--- src/rtl/wb_write_queue.sv ---
// Writeback request queue in front of the register-file write port.
// Retires one entry per granted cycle and forwards pending values to both read ports.
module wb_write_queue #(
   parameter int DEPTH = 4,
   parameter int AW    = 5,
   parameter int DW    = 32
) (
   input  logic          clk,
   input  logic          rstN,
   input  logic          wbValid,
   input  logic [AW-1:0] wbAddr,
   input  logic [DW-1:0] wbData,
   output logic          wbReady,
   input  logic          drainEn,
   output logic          regWrite,
   output logic [AW-1:0] writeRegAddr,
   output logic [DW-1:0] writeData,
   input  logic [AW-1:0] readReg1Addr,
   input  logic [AW-1:0] readReg2Addr,
   output logic          fwd1Hit,
   output logic [DW-1:0] fwd1Data,
   output logic          fwd2Hit,
   output logic [DW-1:0] fwd2Data,
   output logic          empty
);

   localparam int PW = (DEPTH > 1) ? $clog2(DEPTH) : 1;
   localparam logic [PW:0] FULL_COUNT = (PW+1)'(DEPTH);

   logic [AW-1:0] r_mem_addr [DEPTH];
   logic [DW-1:0] r_mem_data [DEPTH];
   logic [PW-1:0] r_head;
   logic [PW-1:0] r_tail;
   logic [PW:0]   r_count;
   logic          r_reg_write;
   logic [AW-1:0] r_write_addr;
   logic [DW-1:0] r_write_data;

   logic          w_ready;
   logic          w_accept;
   logic          w_store;
   logic          w_pop;
   logic [PW:0]   w_count_nxt;
   logic [DW:0]   w_fwd1;
   logic [DW:0]   w_fwd2;

   // Youngest-wins lookup: output register first, then queue entries head..tail-1 override.
   function automatic logic [DW:0] f_lookup(input logic [AW-1:0] addr);
      logic [DW:0]   res;
      logic [PW-1:0] idx;
      res = '0;
      if (addr != '0) begin
         if (r_reg_write && (r_write_addr == addr)) begin
            res = {1'b1, r_write_data};
         end else begin
            res = '0;
         end
         for (int i = 0; i < DEPTH; i++) begin
            idx = r_head + PW'(i);
            if (((PW+1)'(i) < r_count) && (r_mem_addr[idx] == addr)) begin
               res = {1'b1, r_mem_data[idx]};
            end else begin
               res = res;
            end
         end
      end else begin
         res = '0;
      end
      return res;
   endfunction

   assign w_ready  = (r_count < FULL_COUNT);
   assign w_accept = wbValid && w_ready;
   assign w_store  = w_accept && (wbAddr != '0);
   assign w_pop    = drainEn && (r_count != '0);

   // Occupancy update for simultaneous store/pop.
   always_comb begin
      w_count_nxt = r_count;
      case ({w_store, w_pop})
         2'b10:   w_count_nxt = r_count + (PW+1)'(1);
         2'b01:   w_count_nxt = r_count - (PW+1)'(1);
         default: w_count_nxt = r_count;
      endcase
   end

   // Queue storage, pointers and occupancy.
   always_ff @(posedge clk or negedge rstN) begin
      if (!rstN) begin
         r_head  <= '0;
         r_tail  <= '0;
         r_count <= '0;
         for (int i = 0; i < DEPTH; i++) begin
            r_mem_addr[i] <= '0;
            r_mem_data[i] <= '0;
         end
      end else begin
         if (w_store) begin
            r_mem_addr[r_tail] <= wbAddr;
            r_mem_data[r_tail] <= wbData;
            r_tail             <= r_tail + PW'(1);
         end
         if (w_pop) begin
            r_head <= r_head + PW'(1);
         end
         r_count <= w_count_nxt;
      end
   end

   // Register-file write port: one-cycle strobe per retired entry; address/data hold otherwise.
   always_ff @(posedge clk or negedge rstN) begin
      if (!rstN) begin
         r_reg_write  <= 1'b0;
         r_write_addr <= '0;
         r_write_data <= '0;
      end else begin
         r_reg_write <= w_pop;
         if (w_pop) begin
            r_write_addr <= r_mem_addr[r_head];
            r_write_data <= r_mem_data[r_head];
         end
      end
   end

   // Forwarding lookups for both read ports.
   always_comb begin
      w_fwd1 = '0;
      w_fwd2 = '0;
      w_fwd1 = f_lookup(readReg1Addr);
      w_fwd2 = f_lookup(readReg2Addr);
   end

   assign wbReady      = w_ready;
   assign regWrite     = r_reg_write;
   assign writeRegAddr = r_write_addr;
   assign writeData    = r_write_data;
   assign fwd1Hit      = w_fwd1[DW];
   assign fwd1Data     = w_fwd1[DW-1:0];
   assign fwd2Hit      = w_fwd2[DW];
   assign fwd2Data     = w_fwd2[DW-1:0];
   assign empty        = (r_count == '0) && !r_reg_write;

endmodule
--- config.mk ---
export PLATFORM = sky130hd
export DESIGN_NAME = wb_write_queue
export DESIGN_NICKNAME = d
export VERILOG_FILES = /design/src/rtl/wb_write_queue.sv
export SDC_FILE = /design/constraint.sdc
export NUM_CORES = 1
export LEC_CHECK = 0
export BUFFER_PORTS_ARGS = -buffer_cell sky130_fd_sc_hd__buf_2
export CORE_MARGIN = 5
export CORE_UTILIZATION = 42
export DETAILED_ROUTE_END_ITERATION = 12
export GPL_TIMING_DRIVEN = 0
export HOLD_SLACK_MARGIN = 0.06
export PLACE_DENSITY_LB_ADDON = 0.05
export SLEW_MARGIN = 20
export SYNTH_ARGS = -nofsm -noshare
export SYNTH_HDL_FRONTEND = slang
export SYNTH_SLANG_ARGS = --single-unit
--- constraint.sdc ---
create_clock -name clk -period 4.5 [get_ports clk]
set_input_delay 1.35 -clock clk [delete_from_list [all_inputs] [get_ports clk]]
set_output_delay 1.35 -clock clk [all_outputs]
set_load 0.005 [all_outputs]
==> results of run 1 <==
==> registers in the layout (all words and copies together), names as in the netlist <==
register and cells:
r_mem_data 128, writeData 32, r_mem_addr 20, writeRegAddr 5, r_count 3, r_head 2
r_tail 2, regWrite 1
==> kinds of logic after synthesis <==
kind of cell	Yosys count
mux	338
xor+xnor	58
flops	193
compound gates	207
buf+inv	129
simple gates	176
fa+ha+maj	9
==> cell usage in the layout, fill, tap and decap left out, types with 23 or more instances in the layout <==
cell type,instances
buf_2,151
a32oi_1,39
a221oi_2,23
or2_2,26
mux2_2,185
and3_1,29
dfrtp_1,193
buf_6,33
nor2_1,57
buf_4,64
mux4_2,148
a221oi_4,30
clkbuf_16,31
xnor2_1,29
o31ai_2,38
==> cell type report <==
cell class / count / area [sq um]
buffer: 117 / 1145
clock buffer: 17 / 425.4
clock inverter: 15 / 147.6
fill: 2674 / 14080
inverter: 6 / 22.52
multi-input combinational: 788 / 10360
sequential: 193 / 4830
tap: 448 / 560.5
timing repair buffer: 234 / 1881
==> worst min path at each step <==
stage,start,end
finish,r_count[1]$_DFFE_PN0P_,r_count[1]$_DFFE_PN0P_
global route,r_mem_data[67]$_DFFE_PN0P_,r_mem_data[67]$_DFFE_PN0P_
CTS,r_count[1]$_DFFE_PN0P_,r_count[1]$_DFFE_PN0P_
detailed placement,r_count[1]$_DFFE_PN0P_,r_count[1]$_DFFE_PN0P_
global placement,r_count[1]$_DFFE_PN0P_,r_count[1]$_DFFE_PN0P_
floorplan,r_count[1]$_DFFE_PN0P_,r_count[1]$_DFFE_PN0P_
==> layer usage <==
metal / vias up / track usage, %
li1: 5029 / -
met2: 785 / 45.03
met4: 4 / 12.35
met3: 162 / 6.586
met1: 6572 / 40.68
met5: - / 0
==> metrics by stage <==
step,cells,worst slack [ns]
3_3_place_gp,1704,-1.338
5_1_grt,1818,-0.3591
2_1_floorplan,1110,0.07874
3_5_place_dp,1706,-1.226
4_1_cts,1794,-0.2360
6_report,1818,-0.3550
==> worst max-delay path: cells and delay by family <==
| kind | cells | cell delay, ns |
|---|---|---|
| AND/OR/NAND/NOR | 2 | 0.55 |
| buffers and inverters | 3 | 0.55 |
| XOR/XNOR | 1 | 0.15 |
| AO/OA/AOI/OAI | 3 | 0.90 |
==> where the power goes <==
| group | leakage (uW) | switching [uW] | internal [uW] |
|---|---|---|---|
| clock network | 0.000274 | 785 | 779 |
| logic | 0.00522 | 5440 | 5750 |
| registers | 0.00233 | 1240 | 2620 |
==> what timing repair did <==
item,4_1_cts,5_1_grt
pin swaps,60,46
cloned,9,5
gates resized for setup,359,122
buffers inserted,50,23
endpoints found under the setup margin,66,66
==> out/metrics.yaml, run 1 <==
cp.required_ns: 3.15
synth_simple_gate_area_share_pct: 6.375
antenna_found_initial: 1
antenna_cells: 0
clockBufferDepth: 2
drc: 0
max_cap_violations: 0
clk_latency_ns: 0.47
place_area_sq_mm: 0.01553
vias: 12552
r2r-end: "r_mem_data[117]$_DFFE_PN0P_"
setup_slack_ns: -0.3550
critPathArrivalTime_ns: 3.51
synth_edf_count: 0
ys_types: 45
grt_pass1_wl_um: 83870
rsz0062_at_grt: "yes"
synth_area_per_cell_sq_um: 12.77
fin_skew_ns: 0.01189
yosys_warnings: 0
met3_length_um: 4814
synth_common_cells: "dfrtp_1 (193), mux2_2 (185), mux4_2 (148)"
syn-cell-area_sq_mm: 0.01417
period_needed_ns: 4.855
clk_pin_slew_ns: 0.08
synth_top_family_by_area: "multiplexers"
hold_viol_final: 0
failed_checks: "setup timing"
yosys.area_share.adder_pct: 0.7947
syn_inst: 1110
rr_worst_depth: 6
critPathLaunchType: "primary input"
dr.pass1.iters: 6
holdCritPathClass: "reg -> reg"
grt_max_degree: 79
worstSetupEndpoint: "fwd2Data[24]"
timing.setup.tns_ns: -12.60
synth_area_leader_cell: "dfrtp_1"
grt_overflow: 0
slew-limit-headroom_pct: 33.31
die_y_um: 193.7
setup_viol: 66
cts_root_buf: "clkbuf_16"
ys.flop_type: "dfrtp_1"
numCtsBuffers: 17
syn2layout_area_growth_pct: 36.69
synth_compound_area_share_pct: 12.26
routed_wl_um: 56650
synth_xor_xnor_area_share_pct: 3.638
dieArea_sq_mm: 0.03751
worstSetupPathType: "in -> out"
syn_nets: 1170
drive_gt1_share_pct: 66.13
async_flop_share_pct: 100.0
hold_path_depth: 2
hold_buffers: 0
ant_nets: 0
drt-met1-wl_um: 23160
p_leak_uw: 0.007819
hpwl_um: 37360
status: "finished with violations"
cts_tree: "done"
final_area_sq_mm: 0.01937
fp.dieW_um: 193.7
r2r-start: "r_count[2]$_DFFE_PN0P_"
synth_top_area_share_pct: 34.08
whs_ns: 0.5635
r2r_slack_ns: 1.27
crit_chain: "buf_6, xor2_1, nor4_2, nand3_2, a21oi_4, buf_8, a221oi_2, o31ai_4, buf_2"
total_power_uw: 16610
top_layer_used: "met5"
ys_ff_latch: 193
synth.most_common_cell: "dfrtp_1"
wl_per_cell_um: 31.16
start_util_pct: 42.36
portBuffers: 146
layout.nets: 1417
ys_seq_area_share_pct: 34.08
gp_congestion: 0.9250
period_share_pct: 107.9
fmax_mhz: 206.0
htreeDepth: 4
first_global_vias: 12621
worst_pin_slew_ns: 1.000
synthMuxAreaShare_pct: 38.58
via_per_inst: 6.904
synthTopCellsByArea: "dfrtp_1 (34%), mux4_2 (24%), mux2_2 (15%)"
worst_path_max_delay_cell: "a21oi_4"
drt_iter0_drc: 1185
cp_max_fo: 10
max_stage_delay_ns: 0.45
cts_sinks: 193
dr_wl_met2_um: 26380
crit_path_end_kind: "output port"
rows: 67
critPathLaunch: "readReg2Addr[0]"
core_sq_mm: 0.03345
slew_violations: 0
ir_drop_mv: 0.4609
utilization_pct: 57.91
grt_usage_pct: 29.41
p_per_area_mw_per_mm2: 857.8
io_pins: 157
Power figures use the tool's default switching activity.
==> inputs of run 2 (changes only) <==
- BUFFER_PORTS_ARGS: -buffer_cell sky130_fd_sc_hd__buf_2 -> not set
- DONT_BUFFER_PORTS: not set -> 1
- RECOVER_POWER: not set -> 50
==> run 2 against run 1 <==
Effect of this change:
- the run still ends with setup timing left
- design area down 5.6%
- register-to-register slack worse by 0.08 ns
- core utilization down 3.2 points
- die area unchanged
- final cell count down 9.5%
- fmax up 5.3%
- global-route usage down 1.0 points
- critical path type unchanged
==> out/metrics.yaml, run 2 (synthesis gave the netlist of run 1 again) <==
status: "finished with violations"
failed_checks: "setup timing"
hold_viol_final: 0
period_share_pct: 102.5
post-place-ws_ns: -1.116
cts_root_buf: "clkbuf_16"
total_power_uw: 15930
slew-limit-headroom_pct: 31.36
first_global_vias: 11628
htreeDepth: 4
grt_usage_pct: 28.41
fin_skew_ns: 0.01218
dr.pass1.iters: 8
largest_reg_flops: 128
drt_iter0_drc: 988
hpwl_um: 36930
portBuffers: 0
p_leak_uw: 0.006948
die_y_um: 193.7
critPathLaunchType: "primary input"
setup_viol: 34
antenna_cells: 0
core_sq_mm: 0.03345
critPathArrivalTime_ns: 3.26
whs_ns: 0.5623
crit_path_end_kind: "output port"
cts_sinks: 193
worst_pin_slew_ns: 1.030
period_needed_ns: 4.611
dieArea_sq_mm: 0.03751
min_from: "r_count[1]$_DFFE_PN0P_"
io_pins: 157
final_common_cell: "dfrtp_1"
via_per_inst: 6.981
fmax_mhz: 216.9
antenna_found_initial: 0
drc: 0
cp.required_ns: 3.15
grt_overflow: 0
holdCritPathClass: "reg -> reg"
p_per_area_mw_per_mm2: 871.0
p_sw_share_pct: 45.08
max_cap_violations: 0
cp_max_fo: 7
instances_no_fill: 1645
rsz0062_at_grt: "yes"
vias: 11483
numCtsBuffers: 17
final_area_sq_mm: 0.01828
r2r-start: "r_count[2]$_DFFE_PN0P_"
grt_pass1_wl_um: 80430
largest-register: "r_mem_data"
final_cell_mix: "dfrtp_1 (193), mux2_2 (185), mux4_2 (148)"
r2r-end: "r_mem_data[14]$_DFFE_PN0P_"
p_comb_share_pct: 64.8
netSwitchingPower_uw: 7179
ant_nets: 0
routed_wl_um: 54850
clockBufferDepth: 2
wl_per_cell_um: 33.34
clk_latency_ns: 0.47
hold_path_depth: 2
rows: 67
slew_violations: 0
layout.nets: 1244
seqPwrFrac_pct: 24.5
min_to: "r_count[1]$_DFFE_PN0P_"
rr_worst_depth: 6
worstSetupPathType: "in -> out"
start_util_pct: 42.36
gp_congestion: 0.8935
cts_tree: "done"
setup_slack_ns: -0.1112
grt_max_degree: 194
p_clk_share_pct: 10.7
placedCellCount: 1558
r2r_slack_ns: 1.19
place_area_sq_mm: 0.01474
fp.dieW_um: 193.7
ir_drop_mv: 0.4836
drive_gt1_share_pct: 61.24
syn2layout_area_growth_pct: 29.03
clk_pin_slew_ns: 0.07
intPower_uw: 8746
num-fill-cells: 2774
## run 2: changes by cell type in the layout (fill, tap and decap cells not counted), sizes merged
cell	before	now
inv	12	9
clkinvlp	3	1
clkinv	5	3
clkbuf	77	76
buf	291	123
bufinv	1	4
## run 2: area by class of cell
cell class                 instances  area (sq um)  area share [%]
tap                              448         560.5           3.066
clock buffer                      21         460.4           2.518
clock inverter                    11         175.2          0.9581
multi-input combinational        788         10470           57.26
buffer                           120          1132           6.193
inverter                           6         22.52          0.1232
timing repair buffer              58         634.4           3.470
sequential                       193          4830           26.41
## run 2: worst max-delay path, stage by stage
cell and delay [ns]:
buf_12 0.11, xor2_1 0.13, nor4_1 0.27, nand3_1 0.25
a21oi_4 0.42, buf_8 0.18, buf_4 0.14, a221oi_4 0.07
o31ai_4 0.33
## run 2: how the worst max path moves through the flow
| stage | start | end | slack, ns |
|---|---|---|---|
| finish | readReg2Addr[2] | fwd2Data[20] | -0.11 |
| global route | r_head[0]$_DFFE_PN0P_ | fwd2Data[28] | -0.16 |
| CTS | r_head[0]$_DFFE_PN0P_ | fwd2Data[7] | -0.05 |
| detailed placement | readReg1Addr[1] | fwd1Data[24] | -1.12 |
| global placement | readReg1Addr[3] | fwd1Data[24] | -1.07 |
| floorplan | readReg1Addr[1] | fwd1Data[22] | 0.08 |
## run 2: through the flow
| step | TNS [ns] | utilization [%] |
|---|---|---|
| global route | -4.459 | 54.66 |
| finish | -1.541 | 54.66 |
| CTS | -0.3606 | 50.89 |
| detailed placement | -49.51 | 44.05 |
| global placement | -47.56 | 44.04 |
| floorplan | 0 | - |
## run 2: power by group through the flow
stage	Clock (uW)	Combinational (uW)	Sequential, uW
2_1_floorplan	0	6240	3330
3_3_place_gp	0	8140	3780
3_5_place_dp	0	8180	3810
4_1_cts	1750	9320	3810
5_1_grt	1800	10900	4050
6_report	1710	10300	3900
## run 2: what timing repair did
action                                 4_1_cts  5_1_grt
setup buffers                               23       27
gates resized for setup                    304      157
hold buffers                                 0        0
endpoints found under the hold margin        0        0
gates cloned                                 3        6
pin swaps                                   24       42
setup endpoints to repair                   66       65
## run 2: metal layers
metal	track usage [%]	wire, um	vias to the layer above
met4	9.704	1800	0
met3	9.175	5263	106
met1	38.36	22120	6103
met2	43.56	25670	596
met5	0	0	-
li1	-	-	4678
